$ cat src/rtl/prom_loader_pkg.sv
// Shared types and constants for the PROM loader: FSM state encoding and the frame sync byte.
package prom_loader_pkg;

    typedef enum logic [2:0] {
        HUNT,
        LEN,
        LO,
        HI,
        WRITE,
        CHK,
        DONE,
        ERROR
    } state_e;

    localparam logic [7:0] SYNC_BYTE = 8'hA5;

    // True while a frame is being received or written.
    function automatic logic is_loading(input state_e s);
        return (s == LEN) || (s == LO) || (s == HI) || (s == WRITE) || (s == CHK);
    endfunction

endpackage

$ cat src/rtl/byte_timer.sv
// Inter-byte idle timer: reloads on every accepted byte and counts down while running.
// expired_o flags the idle clock that uses up the last allowed tick.
module byte_timer #(
    parameter int TIMEOUT_TICKS = 625
) (
    input  logic clk,
    input  logic reset_n,
    input  logic clear_i,
    input  logic run_i,
    output logic expired_o
);

    localparam int CW = $clog2(TIMEOUT_TICKS + 1);
    localparam logic [CW-1:0] LOAD = CW'(TIMEOUT_TICKS);

    logic [CW-1:0] count_q, count_d;

    assign expired_o = run_i && !clear_i && (count_q <= CW'(1));

    always_comb begin
        count_d = count_q;
        if (clear_i || expired_o) begin
            count_d = LOAD;
        end else if (run_i) begin
            count_d = count_q - CW'(1);
        end
    end

    always_ff @(posedge clk or negedge reset_n) begin
        if (!reset_n) begin
            count_q <= LOAD;
        end else begin
            count_q <= count_d;
        end
    end

endmodule

$ cat src/rtl/prom_loader.sv
// Fills the instruction PROM from a framed UART byte stream and owns the CPU reset.
// Define PROM_LOADER_CHECKSUM_EN to require and verify the trailing CHK byte.
module prom_loader
    import prom_loader_pkg::*;
#(
    parameter int ROM_WORDS     = 16,
    parameter int TIMEOUT_TICKS = 625
) (
    input  logic                         clk,
    input  logic                         reset_n,
    input  logic [7:0]                   rx_data_i,
    input  logic                         rx_ready_i,
    output logic                         rx_ack_o,
    output logic                         prom_we_o,
    output logic [$clog2(ROM_WORDS)-1:0] prom_addr_o,
    output logic [15:0]                  prom_data_o,
    output logic                         cpu_reset_o,
    output logic                         load_busy_o,
    output logic                         load_done_o,
    output logic                         load_error_o
);

    localparam int AW = $clog2(ROM_WORDS);
    localparam logic [8:0] MAX_LEN = 9'(ROM_WORDS);

    state_e        state_q, state_d;
    logic [AW-1:0] addr_q, addr_d;
    logic [7:0]    cnt_q, cnt_d;
    logic [7:0]    lo_q, lo_d;
    logic [15:0]   data_q, data_d;
    logic          we_q, we_d;
    logic          ack_q, ack_d;
    logic          cpu_reset_q, cpu_reset_d;
    logic          busy_q, busy_d;
    logic          done_q, done_d;
    logic          error_q, error_d;

    logic byte_acc;
    logic is_sync;
    logic timer_run;
    logic timer_expired;

    assign byte_acc  = rx_ready_i && ack_q;
    assign is_sync   = (rx_data_i == SYNC_BYTE);
    assign timer_run = (state_q == LEN) || (state_q == LO) || (state_q == HI) || (state_q == CHK);

    byte_timer #(
        .TIMEOUT_TICKS(TIMEOUT_TICKS)
    ) u_byte_timer (
        .clk      (clk),
        .reset_n  (reset_n),
        .clear_i  (byte_acc),
        .run_i    (timer_run),
        .expired_o(timer_expired)
    );

`ifdef PROM_LOADER_CHECKSUM_EN
    logic [7:0] sum_q, sum_d;
    logic [7:0] sum_next;

    assign sum_next = sum_q + rx_data_i;
`endif

    always_comb begin
        state_d = state_q;
        addr_d  = addr_q;
        cnt_d   = cnt_q;
        lo_d    = lo_q;
        data_d  = data_q;
`ifdef PROM_LOADER_CHECKSUM_EN
        sum_d   = sum_q;
`endif
        case (state_q)
            HUNT, DONE, ERROR: begin
                if (byte_acc && is_sync) begin
                    state_d = LEN;
`ifdef PROM_LOADER_CHECKSUM_EN
                    sum_d   = 8'h00;
`endif
                end
            end
            LEN: begin
                if (byte_acc) begin
                    if (rx_data_i != 8'd0 && {1'b0, rx_data_i} <= MAX_LEN) begin
                        state_d = LO;
                        addr_d  = '0;
                        cnt_d   = rx_data_i;
`ifdef PROM_LOADER_CHECKSUM_EN
                        sum_d   = sum_next;
`endif
                    end else begin
                        state_d = ERROR;
                    end
                end else if (timer_expired) begin
                    state_d = ERROR;
                end
            end
            LO: begin
                if (byte_acc) begin
                    state_d = HI;
                    lo_d    = rx_data_i;
`ifdef PROM_LOADER_CHECKSUM_EN
                    sum_d   = sum_next;
`endif
                end else if (timer_expired) begin
                    state_d = ERROR;
                end
            end
            HI: begin
                if (byte_acc) begin
                    state_d = WRITE;
                    data_d  = {rx_data_i, lo_q};
`ifdef PROM_LOADER_CHECKSUM_EN
                    sum_d   = sum_next;
`endif
                end else if (timer_expired) begin
                    state_d = ERROR;
                end
            end
            // The address only advances when another word follows, so it never wraps.
            WRITE: begin
                if (cnt_q > 8'd1) begin
                    state_d = LO;
                    cnt_d   = cnt_q - 8'd1;
                    addr_d  = addr_q + AW'(1);
                end else begin
`ifdef PROM_LOADER_CHECKSUM_EN
                    state_d = CHK;
`else
                    state_d = DONE;
`endif
                end
            end
`ifdef PROM_LOADER_CHECKSUM_EN
            CHK: begin
                if (byte_acc) begin
                    state_d = (sum_next == 8'h00) ? DONE : ERROR;
                end else if (timer_expired) begin
                    state_d = ERROR;
                end
            end
`endif
            default: state_d = HUNT;
        endcase

        // Outputs are registered from the next state so they line up with it.
        we_d        = (state_d == WRITE);
        ack_d       = (state_d != WRITE);
        cpu_reset_d = (state_d != DONE);
        busy_d      = is_loading(state_d);
        done_d      = (state_d == DONE);
        error_d     = (state_d == ERROR);
    end

    always_ff @(posedge clk or negedge reset_n) begin
        if (!reset_n) begin
            state_q     <= HUNT;
            addr_q      <= '0;
            cnt_q       <= '0;
            lo_q        <= '0;
            data_q      <= '0;
            we_q        <= 1'b0;
            ack_q       <= 1'b1;
            cpu_reset_q <= 1'b1;
            busy_q      <= 1'b0;
            done_q      <= 1'b0;
            error_q     <= 1'b0;
        end else begin
            state_q     <= state_d;
            addr_q      <= addr_d;
            cnt_q       <= cnt_d;
            lo_q        <= lo_d;
            data_q      <= data_d;
            we_q        <= we_d;
            ack_q       <= ack_d;
            cpu_reset_q <= cpu_reset_d;
            busy_q      <= busy_d;
            done_q      <= done_d;
            error_q     <= error_d;
        end
    end

`ifdef PROM_LOADER_CHECKSUM_EN
    always_ff @(posedge clk or negedge reset_n) begin
        if (!reset_n) begin
            sum_q <= 8'h00;
        end else begin
            sum_q <= sum_d;
        end
    end
`endif

    assign rx_ack_o     = ack_q;
    assign prom_we_o    = we_q;
    assign prom_addr_o  = addr_q;
    assign prom_data_o  = data_q;
    assign cpu_reset_o  = cpu_reset_q;
    assign load_busy_o  = busy_q;
    assign load_done_o  = done_q;
    assign load_error_o = error_q;

endmodule

$ cat config.mk
export PLATFORM = sky130hd
export DESIGN_NAME = prom_loader
export DESIGN_NICKNAME = d
export VERILOG_FILES = /design/src/rtl/prom_loader_pkg.sv /design/src/rtl/byte_timer.sv /design/src/rtl/prom_loader.sv
export SDC_FILE = /design/constraint.sdc
export NUM_CORES = 1
export LEC_CHECK = 0
export BUFFER_PORTS_ARGS = -buffer_cell sky130_fd_sc_hd__buf_4
export CAP_MARGIN = 20
export CORE_UTILIZATION = 55
export CTS_CLUSTER_DIAMETER = 50
export CTS_CLUSTER_SIZE = 14
export DETAILED_ROUTE_END_ITERATION = 12
export PLACE_DENSITY_LB_ADDON = 0.25
export SLEW_MARGIN = 10
export SYNTH_ARGS = -nofsm -noshare
export SYNTH_HDL_FRONTEND = slang
export SYNTH_SLANG_ARGS = --single-unit
$ cat constraint.sdc
create_clock -name clk -period 6.48 [get_ports clk]
set_clock_uncertainty 0.1 [all_clocks]
set_input_delay 0.324 -clock clk [delete_from_list [all_inputs] [get_ports clk]]
set_output_delay 0.324 -clock clk [all_outputs]
set_load 0.02 [all_outputs]
==> impl_metrics.ini <==
[routing]
ant_nets = 0
first_pass_iters = 4
dr.first_iter.drc_count = 106
vias_per_cell = 6.00
routedWlPerCell_um = 16.4
finalWirelength_um = 5270
drcViolationCount = 0
dr_total_vias = 1926

[layout]
antenna_cells = 0
stdcell_area_um2 = 3070
drive_above_1_share = 0.323
area_growth_pct = 15.2
nNetsFinal = 284

[synthesis]
yosysWarnings = 0
synthArstFlopShare = 1.00
synth-seq-cells = 55
synth_seq_area_share = 0.520
synth_top_cell_by_area = dfrtp_1
synthCells = 232
synth.distinct_cells = 61
synth_top_area_share = 0.451
synth.most_common_cell = dfrtp_1
synthesis.area_um2 = 2660
synth_edf_count = 0
synth_ff_type = dfrtp_1
yosys-top-cells-count = 48 x dfrtp_1, 23 x mux2_2, 18 x nand2_1
synth_area_per_cell_um2 = 11.5
synth_area_leaders = dfrtp_1 45%, mux2_2 9.7%, dfstp_2 6.9%
syn_nets = 248

[pwr]
p_per_area_nw_per_um2 = 455
p_int_w = 0.000855
peakVddDrop_mv = 0.281
comb_power_share = 0.421
total_leakage_power_nw = 1.34
seq_power_share = 0.435
p_sw_w = 0.000539
swShare = 0.386
pwr-share-clk = 0.144

[clock_tree]
clk_pin_slew_worst_paths_ns = 0.10
holdBufCountCts = 1
cts_setup_buffers = 0
cts_sinks = 55
clockBufferDepth = 2
cts_buffers = 5
cts_resized = 0
htree_levels = 2
cts_tree = yes
cts_root_buf = clkbuf_8
clkLatencyLatePin_ns = 0.31

[floorplan]
initial_core_util = 0.591
fp.dieArea_um2 = 5120
die_x_um = 71.6
core_area_um2 = 4500
die_h_um = 71.6
top_level_ports = 37
std_cell_rows = 24

[grt]
antenna_found_initial = 0
grt-ovfl-total = 0
grt_pass1_vias = 1889
track_usage = 0.229
grt_max_degree = 56
grt_pass1_wl_um = 9010

[timing]
finalHoldViolCount = 0
setup_viol = 0
post-route-min-period_ns = 2.42
final-max-slew-violation-count = 0
rsz0062_at_grt = no
maxSlewHeadroom = 0.545
clock.fmax_mhz = 414
post-route-period-util = 0.373
setup-tns-final_ns = 0
worst_pin_slew_ns = 0.683

[worst_setup_path]
cp-start-kind = flip-flop
worst-endpoint-arrival_ns = 2.56
setup.worst_path.end_class = flip-flop
crit_path_max_fanout = 16
required_ns = 6.62
crit_type = flip-flop to flip-flop

[flow_run]
drv_cap = 0

[place]
placed_area_um2 = 2960
hpwlAfterDp_um = 3730
routabilityCongestion = 0.887
io_buffers = 36

[hold_path]
worstHoldPathType = primary input to flip-flop

[status]
status = completed
-- cells in the final DEF, fill, tap and decap left out, types with 4 or more instances in the layout --
cell type,count
nor4_1,4
inv_1,6
nor2_1,17
xor2_1,6
dfstp_2,7
dfrtp_1,48
a21oi_1,9
ha_1,5
clkbuf_8,6
mux2_2,23
nor3_1,5
buf_4,37
nand3_1,4
nand2_1,18
-- per-layer routing --
metal  up-vias  track usage  share of wire
li1        915            -              -
met1       944        0.322           0.46
met2        61        0.350           0.47
met3         6       0.0661          0.061
met4         0       0.0697         0.0099
met5         -            0              0
-- final cells by class --
cell class              count  area, um^2
fillers                   340        1440
flip-flops and latches     55        1390
multi-input cells         162        1210
repair buffers             38         288
clock buffers               6        82.6
well taps                  52        65.1
inverters                   6        22.5
clock inverters             2        16.3
-- worst max-delay path, cell delays in order (launching register included) --
cell and delay, ns:
dfrtp_1 0.64, nor2_1 0.15, a2111o_1 0.40, o21ai_2 0.30, o221ai_1 0.23, a211oi_2 0.36
nor2b_1 0.17
-- worst paths after layout --
| kind | startpoint | end | slack [ns] | cells past startpoint |
|---|---|---|---|---|
| setup / recovery | state_q[1] | load_error_o | 4.06 | 6 |
| hold / removal | rx_data_i[2] | cnt_q[2] | 0.17 | 2 |
| setup reg to reg | state_q[1] | load_error_o | 4.06 | 6 |
| hold reg to reg | lo_q[3] | prom_data_o[3] | 0.41 | 1 |
| max in group asynchronous | reset_n | cnt_q[0] | 5.33 | 2 |
| min in group asynchronous | reset_n | load_done_o | 0.50 | 2 |
-- power by group through the flow --
stage / Combinational (W) / Sequential, W / Clock (W)
global route: 0.000642 / 0.000629 / 0.000217
CTS: 0.000592 / 0.000606 / 0.000210
global placement: 0.000577 / 0.000604 / 0
finish: 0.000587 / 0.000606 / 0.000201
detailed placement: 0.000590 / 0.000611 / 0
floorplan: 0.000336 / 0.000663 / 0
-- through the flow --
step | utilization | total power, W | hold slack (ns) | setup slack [ns] | std cells
finish | 0.681 | 0.00139 | 0.175 | 4.06 | 321
global route | 0.681 | 0.00149 | 0.168 | 3.85 | 321
global placement | 0.656 | 0.00118 | 0.313 | 4.16 | 312
CTS | 0.681 | 0.00141 | 0.160 | 4.06 | 321
detailed placement | 0.656 | 0.00120 | 0.314 | 4.09 | 312
floorplan | - | 0.000999 | -0.0716 | 4.44 | 232
-- cell families after synthesis --
family                     after synthesis  synth area share
xor gates and xnor gates                 8            0.0263
DFF                                     55             0.520
buffers and inverters                   15            0.0263
muxes                                   28             0.117
and+or+nand+nor                         77             0.165
AOI/OAI and AO/OA                       44             0.122
adders and majority gates                5            0.0235
-- registers in the layout (all words and copies together) (netlist names) --
register and count:
cnt_q 8, cpu_reset_o 1, lo_q 8, load_busy_o 1, load_done_o 1, load_error_o 1, prom_addr_o 4, prom_data_o 16
prom_we_o 1, rx_ack_o 1, state_q 3, u_byte_timer.count_q 10
(Power assumes the default switching activity.)
